File: src/rtl/aes_block_uart_sender.sv
`default_nettype none
// ============================================================================
// Module      : aes_block_uart_sender
// Description : Serialises one AES result block into a byte stream for
//               uart_tx. Accepts a block on a valid/ready handshake, emits
//               one tx_start pulse per byte, waits for tx_done_tick between
//               bytes and marks the end of the block with a done tick.
// Revision    : 1.0 - initial release
// ============================================================================
module aes_block_uart_sender #(
  parameter int BLOCK_BYTES     = 16,
  parameter int DATA_BIT_LENGTH = 8,
  parameter bit MSB_FIRST       = 1'b1,
  parameter int GAP_CYCLES      = 2
) (
  input  logic                                   clk,
  input  logic                                   rst,
  input  logic [DATA_BIT_LENGTH*BLOCK_BYTES-1:0] block_i,
  input  logic                                   block_valid_i,
  output logic                                   block_ready_o,
  output logic [DATA_BIT_LENGTH-1:0]             byte_o,
  output logic                                   tx_start_o,
  input  logic                                   tx_done_tick_i,
  output logic                                   busy_o,
  output logic                                   done_tick_o
);

  localparam int BLOCK_W = DATA_BIT_LENGTH * BLOCK_BYTES;
  localparam int CNT_W   = (BLOCK_BYTES > 1) ? $clog2(BLOCK_BYTES) : 1;
  localparam int GAP_W   = (GAP_CYCLES > 1) ? $clog2(GAP_CYCLES) : 1;

  localparam logic [CNT_W-1:0] LAST_CNT = CNT_W'(BLOCK_BYTES - 1);
  localparam logic [GAP_W-1:0] GAP_LAST = GAP_W'((GAP_CYCLES > 0) ? GAP_CYCLES - 1 : 0);

  localparam logic [1:0] S_IDLE  = 2'd0;
  localparam logic [1:0] S_START = 2'd1;
  localparam logic [1:0] S_WAIT  = 2'd2;
  localparam logic [1:0] S_GAP   = 2'd3;

  logic [1:0]                 state_q, state_d;
  logic [BLOCK_W-1:0]         shift_q, shift_d;
  logic [CNT_W-1:0]           cnt_q, cnt_d;
  logic [GAP_W-1:0]           gap_q, gap_d;
  logic [DATA_BIT_LENGTH-1:0] byte_q, byte_d;
  logic                       tx_start_q, tx_start_d;
  logic                       done_q, done_d;

  // Shift register advanced by one byte, and the byte at its transmit end
  logic [BLOCK_W-1:0]         shift_adv;
  logic [DATA_BIT_LENGTH-1:0] head_byte;

  // The transmit end of the shift register depends on byte order
  if (MSB_FIRST) begin : g_msb_first
    assign shift_adv = shift_q << DATA_BIT_LENGTH;
    assign head_byte = shift_d[BLOCK_W-1 -: DATA_BIT_LENGTH];
  end else begin : g_lsb_first
    assign shift_adv = shift_q >> DATA_BIT_LENGTH;
    assign head_byte = shift_d[DATA_BIT_LENGTH-1:0];
  end

  // Ready/busy are pure state decodes so a block can be accepted in the
  // same cycle the previous block's done tick is visible
  assign block_ready_o = (state_q == S_IDLE);
  assign busy_o        = (state_q != S_IDLE);
  assign byte_o        = byte_q;
  assign tx_start_o    = tx_start_q;
  assign done_tick_o   = done_q;

  // Next-state logic: sequence the bytes of a block and pace them on tx_done
  always_comb begin
    state_d    = state_q;
    shift_d    = shift_q;
    cnt_d      = cnt_q;
    gap_d      = gap_q;
    byte_d     = byte_q;
    tx_start_d = 1'b0;
    done_d     = 1'b0;

    case (state_q)
      S_IDLE: begin
        if (block_valid_i) begin
          shift_d = block_i;
          cnt_d   = '0;
          gap_d   = '0;
          state_d = S_START;
        end
      end
      S_START: begin
        state_d = S_WAIT;
      end
      S_WAIT: begin
        if (tx_done_tick_i) begin
          if (cnt_q == LAST_CNT) begin
            done_d  = 1'b1;
            state_d = S_IDLE;
          end else begin
            shift_d = shift_adv;
            cnt_d   = cnt_q + CNT_W'(1);
            gap_d   = '0;
            state_d = (GAP_CYCLES == 0) ? S_START : S_GAP;
          end
        end
      end
      S_GAP: begin
        if (gap_q == GAP_LAST) begin
          gap_d   = '0;
          state_d = S_START;
        end else begin
          gap_d = gap_q + GAP_W'(1);
        end
      end
      default: begin
        state_d = S_IDLE;
      end
    endcase

    // The start pulse and its byte are registered on entry to S_START, so
    // tx_start_o is high exactly for the single S_START cycle and byte_o is
    // already valid in that cycle and held until the next start.
    if (state_d == S_START) begin
      tx_start_d = 1'b1;
      byte_d     = head_byte;
    end
  end

  // State and output registers with asynchronous reset
  always_ff @(posedge clk or posedge rst) begin
    if (rst) begin
      state_q    <= S_IDLE;
      shift_q    <= '0;
      cnt_q      <= '0;
      gap_q      <= '0;
      byte_q     <= '0;
      tx_start_q <= 1'b0;
      done_q     <= 1'b0;
    end else begin
      state_q    <= state_d;
      shift_q    <= shift_d;
      cnt_q      <= cnt_d;
      gap_q      <= gap_d;
      byte_q     <= byte_d;
      tx_start_q <= tx_start_d;
      done_q     <= done_d;
    end
  end

endmodule
`default_nettype wire

File: config.mk
export PLATFORM = sky130hd
export DESIGN_NAME = aes_block_uart_sender
export DESIGN_NICKNAME = d
export VERILOG_FILES = /design/src/rtl/aes_block_uart_sender.sv
export SDC_FILE = /design/constraint.sdc
export NUM_CORES = 1
export LEC_CHECK = 0
export ABC_AREA = 1
export CAP_MARGIN = 20
export CORE_ASPECT_RATIO = 1.2
export CORE_UTILIZATION = 40
export CTS_CLUSTER_DIAMETER = 120
export CTS_CLUSTER_SIZE = 16
export DETAILED_ROUTE_END_ITERATION = 10
export PLACE_DENSITY = 0.69
export SETUP_SLACK_MARGIN = 0.02
export SLEW_MARGIN = 20
export SYNTH_ARGS = -nofsm -noshare
export SYNTH_HDL_FRONTEND = slang
export SYNTH_SLANG_ARGS = --single-unit
export TNS_END_PERCENT = 1
File: constraint.sdc
create_clock -name clk -period 4.65 [get_ports clk]
set_clock_uncertainty 0.2 [all_clocks]
set_input_delay 0.93 -clock clk [delete_from_list [all_inputs] [get_ports clk]]
set_output_delay 0.93 -clock clk [all_outputs]
set_load 0.05 [all_outputs]
### After elaboration in Yosys (flattened, before gate mapping)

Cells that the tools add are included.

| word-level totals | value |
|---|---|
| bits in registers | 145 |
| logic and storage cells | 46 |

| cells by class | value |
|---|---|
| add/sub/neg operators | 2 |
| equality and inequality tests | 8 |
| muxes and demuxes | 22 |
| reductions and logical operators | 6 |

Operators by type and width:

| operator | number |
|---|---|
| 128-bit 2-to-1 mux | 3 |
| 128-bit one-hot mux with 2 select lines | 1 |
| 4-bit 2-to-1 mux | 3 |
| 1-bit 2-to-1 mux | 8 |
| 2-bit 2-to-1 mux | 4 |
| 2-bit one-hot mux with 4 select lines | 1 |
| 4-bit one-hot mux with 2 select lines | 1 |
| 4-bit AND reduction | 2 |
| 2-bit != test (second input constant) | 3 |
| 4-bit by 1-bit adder with 4-bit output (second input constant) | 1 |
| 2-bit by 1-bit equality test with 1-bit output (second input constant) | 2 |
| 2-bit equality test (second input constant) | 2 |
| 4-bit equality test (second input constant) | 1 |
| 2-bit nonzero test | 2 |
| 1-bit one-hot mux with 3 select lines | 1 |
| 3-bit nonzero test | 1 |
| 2-bit logical NOT | 1 |
| 1-bit adder (second input constant) | 1 |

### Longest topological paths before layout

| depth | value |
|---|---|
| depth after elaboration | 6 |
| gate-level depth with buffers | 12 |
| gate-level depth less buffers | 11 |

### Worst setup path after synthesis

OpenSTA, ideal clock, no wires.

| timing path | value |
|---|---|
| kind | register -> output |
| start point | reg state_q[0] |
| end point | out busy_o |
| arrival time | 1.402 ns |
| path slack | 2.118 ns |
| cell stages (with the launch flop) | 4 |
| path buffers | 0 |
| path through | dfrtp_1 -> inv_1 -> ha_1 -> inv_1 |

| on the way | value |
|---|---|
| longest elaborated chain between the ends | 1 |

Ends and longest elaborated chain:

| element | RTL line | text |
|---|---|---|
| start, declared | 40 | `logic [1:0] state_q, state_d;` |
| start signal, assigned | 137 | `state_q <= state_d;` |
| 2-bit nonzero test | 64 | `assign busy_o = (state_q != S_IDLE);` |
| end, declared | 24 | `output logic busy_o,` |

No other way between the ends.

### Worst setup path after layout

| timing path | value |
|---|---|
| start point | reg state_q[0] |
| end point | out block_ready_o |

| on the way | value |
|---|---|
| longest elaborated chain between the ends | 1 |

Ends and longest elaborated chain:

| element | RTL line | text |
|---|---|---|
| 2-bit logical NOT | 63 | `assign block_ready_o = (state_q == S_IDLE);` |
| end, declared | 20 | `output logic block_ready_o,` |

No other way between the ends.

==> impl_metrics.csv <==
group,metric,value,unit
status,status,"completed",
detailed_routing,wl_per_cell,13.4,um
floorplanning,die_h,149,um
detailed_routing,drt-total-wl,16900,um
clock_tree,post_cts_buffers,0,
cells_and_area,regArea,3630,um^2
clock_tree,cts_num_sinks,145,
synth,yosysUniqueCellTypes,28,
timing,final_hold_viol_count,0,
clock_tree,cts_tree,"done",
synth,netlist_instances,913,
synth,synth_area_leaders,"dfrtp_1, nand2_1, o21ai_0",
timing,rsz0062_at_grt,"false",
global_routing,track_usage,19.4,%
floorplanning,core,17600,um^2
clock_tree,clk_root_buffer_cell,"clkbuf_16",
cells_and_area,post-route-cell-area,9230,um^2
detailed_routing,num_vias,6020,
detailed_routing,drtIter0Drc,452,
timing,fin_crit,3.22,ns
detailed_routing,dr.pass1.iters,4,
timing,hold_ws,0.276,ns
placement,dp_hpwl,11400,um
worst_setup_path,crit_type,"reg -> out",
floorplanning,start_util,41.0,%
worst_setup_path,slowest_stage,"clkdlybuf4s50_1",
worst_setup_path,critPathLaunchType,"flop",
cells_and_area,synthToLayoutAreaGrowth,28.0,%
worst_setup_path,cp-end-kind,"primary output",
timing,slew_violations,0,
floorplanning,placementRows,53,
pwr,power_density,573,nW/um^2
clock_tree,cts_buffer_depth,2,
synth,seq_area_frac_synth,50.3,%
timing,tns,0,ns
placement,place_congestion,0.791,
hold_path,worst_hold_path_type,"reg -> reg",
floorplanning,boundaryPins,144,
clock_tree,clk_pin_slew,0.06,ns
worst_setup_path,crit_arrival,2.09,ns
cells_and_area,final_cell_mix,"nand2_1, dfrtp_1, clkdlybuf4s50_1",
timing,max_freq,310,MHz
detailed_routing,postRouteAntennaNets,0,
placement,dp_slack,1.23,ns
synth,syn_area_per_cell,7.90,um^2
detailed_routing,vias_per_cell,4.77,
synth,yosysWarnings,0,
floorplanning,die-width,125,um
cells_and_area,multiInputGateArea,2740,um^2
global_routing,grt_start_max_net_pins,146,
cells_and_area,fillCellCount,1657,
timing,finalCritPeriodShare,69.3,%
global_routing,grt_pass1_vias,6008,
clock_tree,hold_buffers,0,
pwr,vdd.ir_drop.worst,0.000288,V
synth,yosysTopAreaCellShare,50.3,%
cells_and_area,layout-drive-gt1-share,7.09,%
global_routing,grt_overflow,0,
global_routing,grt_antenna_before_repair,0,
synth,synth_nets,1049,
clock_tree,insertion_delay,0.42,ns
cells_and_area,final_nets,1166,
timing,setup_viol,0,
cells_and_area,insertedDiodeCount,0,
pwr,p_leak,0.00399,uW
synth,syn_area,7210,um^2
timing,tightest_slew,0.839,ns
detailed_routing,post-route-drc-count,0,
cells_and_area,final_common_cell,"nand2_1",
floorplanning,dieArea,18600,um^2
worst_setup_path,slowest_delay,0.85,ns
run,cap_violations,0,
clock_tree,post_cts_resized,0,
clock_tree,h-tree-depth,4,
synth,netlist.top_cell.by_area,"dfrtp_1",
timing,layout_setup_ws,1.43,ns
global_routing,grt_first_pass_wirelength,28700,um
clock_tree,cts_buffers,17,
placement,port_buffers,143,
synth,ys_ff_latch,145,
placement,placedInstanceArea,8690,um^2
worst_setup_path,worstPathMaxFanout,6,
timing,slew_headroom,44.1,%
worst_setup_path,cp.required,3.52,ns
worst_setup_path,path_cells,"inv_1 > ha_1 > clkdlybuf4s50_1",
-- registers in the layout, indices dropped and copies added, names as in the netlist --
name	count
shift_q	128
byte_o	8
cnt_q	4
state_q	2
done_tick_o	1
gap_q	1
tx_start_o	1
-- path summary, 6_finish.rpt --
path                       slack, ns              startpoint                      end  depth (start not counted)
setup / recovery                1.43    state_q[0]$_DFF_PP0_            block_ready_o                          3
hold / removal                  0.28  shift_q[120]$_DFF_PP0_   shift_q[120]$_DFF_PP0_                          2
setup reg to reg                1.79    state_q[0]$_DFF_PP0_  shift_q[52]$_DFFE_PP0P_                         11
hold reg to reg                 0.28  shift_q[120]$_DFF_PP0_   shift_q[120]$_DFF_PP0_                          2
max in group asynchronous       2.78                     rst  shift_q[62]$_DFFE_PP0P_                          3
min in group asynchronous       0.90                     rst   shift_q[127]$_DFF_PP0_                          3
-- power breakdown --
group	internal (uW)	leakage, uW	switching, uW
sequential	1770	0.00198	157
combinational	656	0.00175	1430
clock	784	0.000267	497
total	3210	0.00399	2080
-- area by class of cell --
type | instances | share of cell area, %
inverter | 134 | 5.63
clock inverter | 7 | 0.922
sequential | 145 | 39.3
clock buffer | 25 | 4.94
timing repair buffer | 151 | 16.6
tap | 220 | 2.98
multi-input combinational | 581 | 29.6
-- through the flow --
stage,cells,utilization [%],total power (uW)
floorplan,913,-,3610
global placement,1231,49.4,3980
detailed placement,1231,49.4,4040
CTS,1263,52.5,5350
global route,1263,52.5,5700
finish,1263,52.5,5290
-- layer usage --
layer / share of wire (%) / vias up / track usage (%)
met5: 0 / - / 0
met1: 45 / 2788 / 24.5
met3: 3.2 / 19 / 3.30
met2: 50 / 129 / 33.1
met4: 1.9 / 0 / 7.89
li1: - / 3084 / -
-- logic make-up after synthesis --
logic type	Yosys count	share of synthesized area, %
flip-flops	145	50.3
AO/OA/AOI/OAI	230	17.8
XOR/XNOR	2	0.243
buffers and inverters	187	11.7
AND/OR/NAND/NOR	345	19.2
adder cells (fa/ha/maj)	4	0.694
-- synthesized netlist by cell type --
cell type and count:
ha_1 4, xnor2_1 1, or2_2 1, inv_4 1
nand2_4 1, inv_1 132, dfrtp_1 145, clkbuf_1 26
o21ai_1 73, buf_2 9, nand2_2 2, xor2_1 1
a21boi_0 1, nor2_1 5, nand3_1 28, a21oi_4 1
clkinv_4 1, buf_6 13, o21a_1 1, nand2_1 304
o21ai_0 123, nand3_2 1, o21ai_2 30, nor3_1 1
o31ai_1 1, nand2_8 2, buf_8 1, buf_4 4
-- worst max-delay path, delay by kind of cell (launching register included) --
family,cells,cell delay [ns]
DFF,1,0.41
buffers and inverters,2,0.97
adders and majority gates,1,0.30
Power figures use the tool's default switching activity.
